File: config.mk
export PLATFORM = sky130hd
export DESIGN_NAME = led_code_arbiter
export DESIGN_NICKNAME = d
export VERILOG_FILES = /design/src/rtl/led_ctrl_pkg.sv /design/src/rtl/led_tick_gen.sv /design/src/rtl/led_code_arbiter.sv
export SDC_FILE = /design/constraint.sdc
export NUM_CORES = 1
export LEC_CHECK = 0
export ABC_AREA = 1
export BUFFER_PORTS_ARGS = -buffer_cell sky130_fd_sc_hd__clkbuf_2
export CAP_MARGIN = 5
export CORE_MARGIN = 5
export CORE_UTILIZATION = 40
export CTS_CLUSTER_DIAMETER = 100
export DETAILED_ROUTE_END_ITERATION = 10
export PLACE_DENSITY_LB_ADDON = 0.08
export SYNTH_ARGS = -nofsm -noshare
export SYNTH_HDL_FRONTEND = slang
export SYNTH_HIERARCHICAL = 1
export SYNTH_SLANG_ARGS = --single-unit
File: constraint.sdc
create_clock -name clk -period 7.4 [get_ports clk]
set_input_delay 0.37 -clock clk [delete_from_list [all_inputs] [get_ports clk]]
set_output_delay 0.37 -clock clk [all_outputs]
set_load 0.03 [all_outputs]
File: src/rtl/led_ctrl_pkg.sv
// Shared types and defaults for the status-LED blink-code arbiter.
// The round-robin pick helper lives here so both arbiter builds share one search.
package led_ctrl_pkg;

   localparam int MAX_REQ       = 8;
   localparam int DEF_TICK_DIV  = 1200000;
   localparam int DEF_ON_TICKS  = 2;
   localparam int DEF_OFF_TICKS = 2;
   localparam int DEF_GAP_TICKS = 6;

   typedef enum logic [1:0] {
      IDLE = 2'd0,
      ON   = 2'd1,
      OFF  = 2'd2,
      GAP  = 2'd3
   } state_t;

   // Index of the first set request after 'last', wrapping within nreq.
   function automatic logic [2:0] rr_pick(input logic [MAX_REQ-1:0] req_v,
                                          input int nreq,
                                          input logic [2:0] last);
      logic [2:0] idx;
      logic       found;
      rr_pick = last;
      found   = 1'b0;
      for (int k = 1; k <= MAX_REQ; k++) begin
         if (k <= nreq) begin
            idx = 3'((int'(last) + k) % nreq);
            if (!found && req_v[idx]) begin
               rr_pick = idx;
               found   = 1'b1;
            end
         end
      end
   endfunction

endpackage

File: src/rtl/led_tick_gen.sv
// Tick prescaler for the LED sequencer: counts 0..TICK_DIV-1 and flags the last count.
// A synchronous clear restarts the count so every phase starts tick-aligned.
module led_tick_gen #(
   parameter int TICK_DIV = 4
) (
   input  logic clk,
   input  logic rst,
   input  logic clr,
   output logic tick
);

   localparam int W = $clog2(TICK_DIV);

   logic [W-1:0] cnt_q, cnt_d;

   assign tick = (cnt_q == W'(TICK_DIV - 1));

   always_comb begin
      cnt_d = cnt_q + 1'b1;
      if (clr || tick) begin
         cnt_d = '0;
      end
   end

   always_ff @(posedge clk or posedge rst) begin
      if (rst) begin
         cnt_q <= '0;
      end else begin
         cnt_q <= cnt_d;
      end
   end

endmodule

File: src/rtl/led_code_arbiter.sv
// Shares one status LED between NREQ requesters, each playing an N-flash blink code.
// Round-robin arbitration by default; define FIXED_PRIO_EN for lowest-index-wins priority.
//
// state | meaning
// IDLE  | no owner; arbitrate any pending req (zero code completes here in one cycle)
// ON    | LED lit for ON_TICKS ticks of the current flash
// OFF   | LED dark for OFF_TICKS ticks between flashes
// GAP   | LED dark for GAP_TICKS ticks after the last flash, then done
module led_code_arbiter
   import led_ctrl_pkg::*;
#(
   parameter int NREQ      = 4,
   parameter int CODE_W    = 4,
   parameter int TICK_DIV  = DEF_TICK_DIV,
   parameter int ON_TICKS  = DEF_ON_TICKS,
   parameter int OFF_TICKS = DEF_OFF_TICKS,
   parameter int GAP_TICKS = DEF_GAP_TICKS
) (
   input  logic                   clk,
   input  logic                   rst,
   input  logic [NREQ-1:0]        req,
   input  logic [NREQ*CODE_W-1:0] code,
   output logic [NREQ-1:0]        gnt,
   output logic [NREQ-1:0]        done,
   output logic                   busy,
   output logic                   led
);

   localparam int PH_MAX = (ON_TICKS > OFF_TICKS) ?
                           ((ON_TICKS > GAP_TICKS) ? ON_TICKS : GAP_TICKS) :
                           ((OFF_TICKS > GAP_TICKS) ? OFF_TICKS : GAP_TICKS);
   localparam int PH_W   = (PH_MAX > 1) ? $clog2(PH_MAX) : 1;

   state_t              state_q, state_d;
   logic [NREQ-1:0]     gnt_q, gnt_d, done_q, done_d;
   logic                busy_q, busy_d, led_q, led_d;
   logic [2:0]          rr_q, rr_d, win_q, win_d;
   logic [CODE_W-1:0]   flash_q, flash_d;
   logic [PH_W-1:0]     phase_q, phase_d;

   logic                tick, presc_clr, phase_end, req_w;
   logic [2:0]          pick;
   logic [CODE_W-1:0]   pick_code;
   logic [NREQ-1:0]     pick_oh, win_oh;
   logic [PH_W-1:0]     ph_last;

   always_comb begin
`ifdef FIXED_PRIO_EN
      pick = rr_pick(MAX_REQ'(req), NREQ, 3'(NREQ - 1));
`else
      pick = rr_pick(MAX_REQ'(req), NREQ, rr_q);
`endif
      pick_code = '0;
      pick_oh   = '0;
      win_oh    = '0;
      req_w     = 1'b0;
      for (int i = 0; i < NREQ; i++) begin
         if (pick == 3'(i)) begin
            pick_code  = code[i*CODE_W +: CODE_W];
            pick_oh[i] = 1'b1;
         end
         if (win_q == 3'(i)) begin
            win_oh[i] = 1'b1;
            req_w     = req[i];
         end
      end
   end

   always_comb begin
      ph_last = PH_W'(ON_TICKS - 1);
      case (state_q)
         OFF:     ph_last = PH_W'(OFF_TICKS - 1);
         GAP:     ph_last = PH_W'(GAP_TICKS - 1);
         default: ph_last = PH_W'(ON_TICKS - 1);
      endcase
   end

   assign phase_end = tick && (phase_q == ph_last);

   always_comb begin
      state_d = state_q;
      gnt_d   = gnt_q;
      done_d  = '0;
      busy_d  = busy_q;
      led_d   = led_q;
      rr_d    = rr_q;
      win_d   = win_q;
      flash_d = flash_q;
      phase_d = phase_q;
      case (state_q)
         IDLE: begin
            gnt_d   = '0;
            busy_d  = 1'b0;
            led_d   = 1'b0;
            phase_d = '0;
            if (|req) begin
               win_d  = pick;
               rr_d   = pick;
               gnt_d  = pick_oh;
               busy_d = 1'b1;
               if (pick_code != '0) begin
                  state_d = ON;
                  led_d   = 1'b1;
                  flash_d = pick_code;
               end else begin
                  done_d = pick_oh;
               end
            end
         end
         default: begin
            // Owner withdrew: drop everything silently, no done.
            if (!req_w) begin
               state_d = IDLE;
               gnt_d   = '0;
               busy_d  = 1'b0;
               led_d   = 1'b0;
               phase_d = '0;
            end else if (tick) begin
               phase_d = phase_q + 1'b1;
               if (phase_end) begin
                  phase_d = '0;
                  case (state_q)
                     ON: begin
                        flash_d = flash_q - 1'b1;
                        led_d   = 1'b0;
                        state_d = (flash_q != CODE_W'(1)) ? OFF : GAP;
                     end
                     OFF: begin
                        state_d = ON;
                        led_d   = 1'b1;
                     end
                     default: begin
                        state_d = IDLE;
                        done_d  = win_oh;
                        gnt_d   = '0;
                        busy_d  = 1'b0;
                     end
                  endcase
               end
            end
         end
      endcase
   end

   assign presc_clr = (state_d != state_q) || (state_q == IDLE);

   led_tick_gen #(
      .TICK_DIV (TICK_DIV)
   ) u_tick (
      .clk  (clk),
      .rst  (rst),
      .clr  (presc_clr),
      .tick (tick)
   );

   always_ff @(posedge clk or posedge rst) begin
      if (rst) begin
         state_q <= IDLE;
         gnt_q   <= '0;
         done_q  <= '0;
         busy_q  <= 1'b0;
         led_q   <= 1'b0;
         rr_q    <= '0;
         win_q   <= '0;
         flash_q <= '0;
         phase_q <= '0;
      end else begin
         state_q <= state_d;
         gnt_q   <= gnt_d;
         done_q  <= done_d;
         busy_q  <= busy_d;
         led_q   <= led_d;
         rr_q    <= rr_d;
         win_q   <= win_d;
         flash_q <= flash_d;
         phase_q <= phase_d;
      end
   end

   assign gnt  = gnt_q;
   assign done = done_q;
   assign busy = busy_q;
   assign led  = led_q;

endmodule

; ---- Word level (Yosys, flattened, before mapping)
; Index checks and enable logic that the tools add are counted.
; Widths: inputs -> output; s select.
[totals]
register_bits = 43
word_cells = 148
[classes]
magnitude_cmp = 4
n_reduce_logical = 27
n_bitwise = 4
muxes = 78
addsub = 7
n_eq_ne = 19
[op_table]
columns = op, n
row1 = $mux 4, 24
row2 = $mux 1, 32
row3 = $mux 3, 9
row4 = $add 21x1->21 const B, 1
row5 = $eq 21x21->1 const B, 1
row6 = $mux 21, 1
row7 = $lt 3x4->1 const B, 4
row8 = $bmux 1 s3, 4
row9 = $eq 3x2->1 const B, 4
row10 = $mux 2, 6
row11 = $reduce_or 2->1, 5
row12 = $ne 3x2->1 const B, 3
row13 = $ne 4x1->1 const B, 2
row14 = $reduce_bool 2->1, 4
row15 = $eq 3x1->1 const B, 2
row16 = $logic_not 3->1, 2
row17 = $reduce_and 3->1, 2
row18 = $reduce_and 6->1, 1
row19 = $add 2x1->2 const B, 2
row20 = $add 2x2->2 const B, 2
row21 = $and 1x1->1 const A, 4
row22 = $eq 2x2->1 const B, 2
row23 = $logic_and 1x1->1, 4
row24 = $ne 2x2->1 const B, 2
row25 = other kinds (13), 16

; ---- Longest topological paths before layout
; Gate-level depths: netlist of run 1.
[logic_depth]
word_depth = 28
ltp_mapped = 24
depth_no_buf = 22

; ---- Cells and area by module
; Netlist of run 1, hierarchy kept.
[by_module_without_submodules]
columns = mod, cells_each, instances, area_each_um2
row1 = led_code_arbiter, 225, 1, 1684.1
row2 = led_tick_gen, 174, 1, 1308.8

; ---- Worst setup path after synthesis of run 1
; OpenSTA, ideal clock, no wires.
[synth_timing]
path_kind = reg2reg
startpoint = register win_q[0]
endpoint = register u_tick.cnt_q[16]
setup_time_ns = 0.069
arrival_ns = 2.692
stages_incl_launch_ff = 22
path_buffers = 2
path_slack_ns = 4.639
path_cell_list = dfrtp_1 -> inv_2 -> ha_1 -> inv_1 -> nand3_1 -> nand2_2 -> nand3_2 -> nand2_1 -> nand2_2 -> buf_6 -> nand4_1 -> nand4_1 -> nor2_2 -> nand2_2 -> nand2_2 -> nand2_2 -> nand2_1 -> nand3_1 -> inv_1 -> nand2_4 -> buf_12 -> nor2_2
[synth_between]
elab_chain_len = 28
elab_cells_between_ends = 58
[synth_lines]
columns = element, line_no
row1 = "start, declared", led_code_arbiter.sv:37  ; logic [2:0] rr_q, rr_d, win_q, win_d;
row2 = "start signal, assigned", led_code_arbiter.sv:174  ; win_q <= win_d;
row3 = $add 2x1->2, n/a
row4 = $reduce_or 2->1 (no line), n/a
row5 = $and 1x1->1 (no line), n/a
row6 = $bmux 1 s3, n/a
row7 = $mux 1 (2 in series), n/a
row8 = $logic_not 1->1, n/a
row9 = $logic_and 1x1->1, n/a
row10 = $mux 1, n/a
row11 = [14 not listed], n/a
row12 = $mux 2 (*), led_code_arbiter.sv:90  ; case (state_q)
row13 = named net state_d[0], led_code_arbiter.sv:34  ; state_t state_q, state_d;
row14 = $ne 2x2->1 (*), led_code_arbiter.sv:145  ; assign presc_clr = (state_d != state_q) || (state_q == IDLE);
row15 = $logic_or 1x1->1 (*), led_code_arbiter.sv:145
row16 = named net presc_clr, led_code_arbiter.sv:41  ; logic tick, presc_clr, phase_end, req_w;
row17 = $logic_or 1x1->1 (*), led_tick_gen.sv:20  ; if (clr || tick) begin
row18 = $mux 21 (*), led_tick_gen.sv:20
row19 = named net u_tick.cnt_d[16], led_tick_gen.sv:14  ; logic [W-1:0] cnt_q, cnt_d;
row20 = "end signal, assigned", led_tick_gen.sv:29  ; cnt_q <= cnt_d;
row21 = "end, declared", led_tick_gen.sv:14
; The timed path passes the listed nets; every way through them passes the cells marked *. The select of a mux whose other input is x is not followed.
; A chain may end at the register's enable or synchronous reset.

; ---- Worst setup path in the final report of run 1
[layout_timing]
startpoint = register win_q[0]
endpoint = register u_tick.cnt_q[20]
; The elaborated chain is that of the path after synthesis.

==> impl_metrics.env, run 1 <==
export IMPL_finalHoldViolCount=0
export IMPL_crit_path_start_kind="flip-flop"
export IMPL_dpl_cell_count=524
export IMPL_port_buffers=31
export IMPL_status="finished, final reports clean"
export IMPL_grtUsageTotal=0.175
export IMPL_slew_viol_final=0
export IMPL_yosys_warnings=6
export IMPL_antenna_found_initial=0
export IMPL_cts_tree="built"
export IMPL_synth_edff_count=0
export IMPL_fill_cells=757
export IMPL_tightest_slew_ns=0.945
export IMPL_nets=467
export IMPL_viasPerCell=4.91
export IMPL_maxCapViolCount=0
export IMPL_path_max_fanout=18
export IMPL_cp_top_family="simple AND/OR/NAND/NOR gates"
export IMPL_die_area_sq_um=9310
export IMPL_worst_path_max_delay_cell="dfrtp_1"
export IMPL_routed_wl_mm=7.17
export IMPL_ctsHoldBuffers=0
export IMPL_cp_end_kind="flip-flop"
export IMPL_h_tree_depth=2
export IMPL_max_stage_delay_ns=0.50
export IMPL_grt_pass1_wl_mm=12.6
export IMPL_rsz0062_at_grt="no"
export IMPL_async_reset_ff_frac=1.00
export IMPL_worstPathRequired_ns=7.59
export IMPL_p_per_area_nw_per_um2=393
export IMPL_synthDistinctLibCells=36
export IMPL_crit_arrival_ns=3.52
export IMPL_postCtsSetupRepairBufs=0
export IMPL_cts_buffers=5
export IMPL_clock_latency_ns=0.31
export IMPL_antenna_left=0
export IMPL_overflow=0
export IMPL_fmax_mhz=300
export IMPL_route_detailed_drc=0
export IMPL_io_pins=32
export IMPL_initial_core_util=0.413
export IMPL_area_growth_pct=11.8
export IMPL_path_buf_inv=3
export IMPL_cts_root_buffer="clkbuf_8"
export IMPL_slew_headroom=0.370
export IMPL_synth_main_ff_cell="dfrtp_1"
export IMPL_setup_violations=0
export IMPL_route_vias_total=2610
export IMPL_period_share=0.451
export IMPL_fin_tns_setup_ns=0
export IMPL_place_congestion=0.856
export IMPL_clk_pin_slew_ns=0.09
export IMPL_drt_iter0_markers=101
export IMPL_rows=31
export IMPL_final_cell_mix="nand2_1 (74), nor2_1 (52), inv_1 (46)"
export IMPL_p_leak_uw=0.00153
export IMPL_fin_crit_ns=3.34
export IMPL_grt_max_degree=23
export IMPL_core_area_sq_um=7250
export IMPL_hp_class="in -> async"
export IMPL_syn_avg_cell_area_sq_um=7.50
export IMPL_n_antenna_cell=0
export IMPL_final_common_cell="nand2_1"
export IMPL_dieWidth_um=96.5
export IMPL_firstDrtPassIters=4
export IMPL_grt_pass1_vias=2639
export IMPL_ys_seq_elements=43
export IMPL_post_dp_hpwl_mm=5.66
export IMPL_peakVddDrop_mv=0.267
export IMPL_fp_dieH_um=96.5
export IMPL_post_cts_resized=0
export IMPL_worstPathCellList="inv_2 -> ha_1 -> inv_1 -> nand3_1 -> nand2_2 -> nand3_2 -> nand2_1 -> nand2_2 -> nor2_2 -> nand3_1 -> nand4_1 -> nor2_2 -> nand2_2 -> nand2_2 -> nand2_2 -> nand2_1 -> nand3_1 -> inv_1 -> nand2_4 -> nor2_1"
export IMPL_fin_cells=532
export IMPL_skew_ns=0.00969
export IMPL_cts_sinks=43
export IMPL_syn_cell_area_sq_um=2990
export IMPL_ys_seq_area_frac=0.360
export IMPL_path_common_cell="nand2_2"
export IMPL_synth_nets=434
export IMPL_drive_gt1_frac=0.212
export IMPL_cts_buffer_depth=2
export IMPL_wire_per_inst_um=13.5
export IMPL_crit_type="reg -> reg"
export IMPL_syn_inst=399
[stage by stage]
stage	worst slack, ns	instance area (sq um)	total power (uW)	utilization	hold slack, ns
3_3_place_gp	4.17	3210	1100	0.443	0.516
4_1_cts	4.05	3350	1330	0.461	0.247
6_report	4.06	3350	1320	0.461	0.216
5_1_grt	3.68	3350	1450	0.461	0.286
2_1_floorplan	4.64	2990	976	-	0.347
3_5_place_dp	4.09	3210	1100	0.443	0.514
[registers in the layout (all words and copies together) (netlist names)]
name and cells:
u_tick/cnt_q 21, done 4, flash_q 4, gnt 4, phase_q 3, win_q 3
state_q 2, busy 1, led 1
[path summary, 6_finish.rpt]
check                                            start                          to  slack, ns  cells past startpoint
worst max register to register    win_q[0]$_DFFE_PP0P_  u_tick/cnt_q[20]$_DFF_PP0_       4.06                     20
worst min-delay path                               rst   u_tick/cnt_q[6]$_DFF_PP0_       0.22                      2
min in group clk                                req[3]        state_q[1]$_DFF_PP0_       0.46                      4
worst max-delay path              win_q[0]$_DFFE_PP0P_  u_tick/cnt_q[20]$_DFF_PP0_       4.06                     20
worst min register to register  flash_q[1]$_DFFE_PP0P_      flash_q[1]$_DFFE_PP0P_       0.53                      2
max in group asynchronous                          rst           done[0]$_DFF_PP0_       6.55                      2
[report_power, final]
part / internal [uW] / switching [uW]
clock network: 135 / 86.4
logic: 233 / 541
registers: 279 / 41.9
total: 647 / 669
[synth_stat cells, types with 2 or more instances]
master,n,area share
o21ai_1,6,0.010
nand2_2,19,0.040
a31oi_1,2,0.0042
inv_2,5,0.0063
xnor2_1,4,0.012
dfrtp_1,43,0.36
nor2_4,3,0.011
inv_1,46,0.058
nand2_1,74,0.093
nand4_1,16,0.033
nor4_1,2,0.0042
a21oi_1,7,0.012
ha_1,13,0.054
nor2_2,16,0.033
o21bai_1,2,0.0050
buf_6,3,0.011
o21ai_0,17,0.028
o21a_1,2,0.0050
nand3_1,31,0.052
nor2_1,52,0.065
nor3_1,4,0.0067
xor2_1,9,0.026
nand2_4,2,0.0075
o22ai_1,3,0.0063
nand3_2,7,0.023
[logic make-up after synthesis]
group,synth area share
AO/OA/AOI/OAI,0.0815
adder cells (fa/ha/maj),0.0543
buffers and inverters,0.0836
flip-flops,0.360
AND/OR/NAND/NOR,0.383
XOR/XNOR,0.0380
[layer usage]
metal  GRT usage  share of wire  routed length, um
met1       0.229           0.47               3410
met2       0.294           0.47               3360
met3      0.0271          0.035                251
met4      0.0596          0.022                157
met5           0              0                  0
[final cells by class]
type	count	area, sq um	share of cell area
clock buffers	6	72.6	0.0217
clock inverters	2	60.1	0.0180
inverters	51	191	0.0572
multi-input cells	300	1670	0.498
flip-flops and latches	43	1080	0.322
well taps	99	124	0.0370
repair buffers	31	155	0.0464
No activity file was read; power rests on OpenSTA's default activity.
==> inputs of run 2 (changes only) <==
- clock period: 7.4 -> 3.49 ns (I/O delays scaled with it)
==> impl_metrics.env, run 2 (synthesis gave the netlist of run 1 again) <==
export IMPL_die_area_sq_um=9310
export IMPL_final_common_cell="nand2_1"
export IMPL_drive_gt1_frac=0.222
export IMPL_final_cell_mix="nand2_1 (74), nor2_1 (52), inv_1 (45)"
export IMPL_cts_tree="built"
export IMPL_worstPathRequired_ns=3.72
export IMPL_power_uw=2850
export IMPL_finalHoldViolCount=0
export IMPL_crit_arrival_ns=3.30
export IMPL_routed_wl_mm=7.25
export IMPL_core_area_sq_um=7250
export IMPL_antenna_left=0
export IMPL_setup_violations=0
export IMPL_nets=467
export IMPL_viasPerCell=4.97
export IMPL_grt_pass1_vias=2577
export IMPL_power_switching_uw=1450
export IMPL_initial_core_util=0.413
export IMPL_cts_buffer_depth=2
export IMPL_route_detailed_drc=0
export IMPL_internal_power_uw=1400
export IMPL_rows=31
export IMPL_fp_dieH_um=96.5
export IMPL_area_growth_pct=12.8
export IMPL_slew_headroom=0.376
export IMPL_rsz0062_at_grt="no"
export IMPL_antenna_found_initial=0
export IMPL_cts_root_buffer="clkbuf_8"
export IMPL_skew_ns=0.0102
export IMPL_route_vias_total=2646
export IMPL_fin_cells=532
export IMPL_max_stage_delay_ns=0.45
export IMPL_cts_sinks=43
export IMPL_swShare=0.508
export IMPL_post_cts_resized=0
export IMPL_fmax_mhz=326
export IMPL_overflow=0
export IMPL_slew_viol_final=0
export IMPL_period_share=0.880
export IMPL_fin_tns_setup_ns=0
export IMPL_hp_class="in -> async"
export IMPL_worstPathCellList="inv_2 -> ha_1 -> inv_1 -> nand3_2 -> nand2_1 -> inv_2 -> nand2_2 -> nor3_1 -> nor2_4 -> nand3_1 -> nand4_1 -> nor2_2 -> nand2_2 -> nand2_2 -> nand2_2 -> nand2_1 -> nand3_1 -> inv_2 -> nand2_8 -> nor2_1"
export IMPL_maxCapViolCount=0
export IMPL_fin_crit_ns=3.07
export IMPL_cts_buffers=5
export IMPL_clock_latency_ns=0.30
export IMPL_post_dp_hpwl_mm=5.64
export IMPL_ctsHoldBuffers=0
export IMPL_p_leak_uw=0.00153
export IMPL_power_frac_clock=0.165
export IMPL_drt_iter0_markers=75
export IMPL_tightest_slew_ns=0.936
export IMPL_utilization=0.465
export IMPL_wire_per_inst_um=13.6
export IMPL_dieWidth_um=96.5
export IMPL_worst_path_max_delay_cell="dfrtp_2"
export IMPL_place_congestion=0.856
export IMPL_p_per_area_nw_per_um2=844
export IMPL_io_pins=32
export IMPL_grt_pass1_wl_mm=12.6
export IMPL_h_tree_depth=2
export IMPL_cp_end_kind="flip-flop"
export IMPL_status="finished, final reports clean"
export IMPL_clk_pin_slew_ns=0.09
export IMPL_peakVddDrop_mv=0.656
export IMPL_postCtsSetupRepairBufs=0
export IMPL_firstDrtPassIters=4
export IMPL_path_max_fanout=18
export IMPL_dpl_cell_count=524
export IMPL_regMostFlops="u_tick/cnt_q"
export IMPL_crit_type="reg -> reg"
export IMPL_port_buffers=31
export IMPL_grt_max_degree=23
export IMPL_largest_register_ffs=21
export IMPL_n_antenna_cell=0
export IMPL_crit_path_start_kind="flip-flop"
export IMPL_comb_power_share=0.596
export IMPL_grtUsageTotal=0.174
export IMPL_power_frac_seq=0.239
export IMPL_path_common_cell="nand2_2"
[run 2: cell counts in the layout (fill, tap and decap cells not counted)]
Identical to the previous run, type by type.
[run 2: cell type report]
type | count | area [sq um]
clock buffers | 6 | 72.6
flip-flops and latches | 43 | 1080
well taps | 99 | 124
inverters | 51 | 191
repair buffers | 31 | 155
multi-input cells | 300 | 1690
clock inverters | 2 | 60.1
fillers | 768 | 3880
[run 2: stage by stage]
stage / instance area (sq um) / setup WS, ns / hold slack, ns
global route: 3370 / 0.0465 / 0.110
floorplan: 2990 / 0.729 / 0.151
detailed placement: 3210 / 0.189 / 0.394
finish: 3370 / 0.419 / 0.0250
global placement: 3210 / 0.255 / 0.372
CTS: 3350 / 0.171 / 0.0577
[run 2: final timing paths]
check / startpoint / to / slack (ns) / cells past startpoint
max: win_q[0]$_DFFE_PP0P_ / u_tick/cnt_q[11]$_DFF_PP0_ / 0.42 / 20
min: rst / u_tick/cnt_q[17]$_DFF_PP0_ / 0.03 / 2
min in group clk: req[3] / state_q[1]$_DFF_PP0_ / 0.29 / 4
max reg2reg: win_q[0]$_DFFE_PP0P_ / u_tick/cnt_q[11]$_DFF_PP0_ / 0.42 / 20
max in group asynchronous: rst / win_q[1]$_DFFE_PP0P_ / 2.79 / 2
min reg2reg: flash_q[1]$_DFFE_PP0P_ / flash_q[1]$_DFFE_PP0P_ / 0.53 / 2
[run 2: worst max-delay path, delay by kind of cell (launching register included)]
family,cells,cell delay (ns)
adders and majority gates,1,0.34
buffers and inverters,4,0.44
DFF,1,0.45
and+or+nand+nor,15,1.79
[run 2: power by group through the flow]
stage          registers [uW]  logic, uW  clock network, uW
6_report                  680       1700                470
5_1_grt                   695       1930                501
4_1_cts                   679       1660                484
3_5_place_dp              688       1650                  0
3_3_place_gp              688       1640                  0
2_1_floorplan             735       1330                  0
[run 2: metal layers]
metal,global-route usage,part of all wire,vias up,wire (um)
met5,0,0,-,0
met4,0.0561,0.016,0,114
met3,0.0310,0.039,11,280
met2,0.290,0.47,57,3410
met1,0.229,0.47,1215,3440
li1,-,-,1363,-
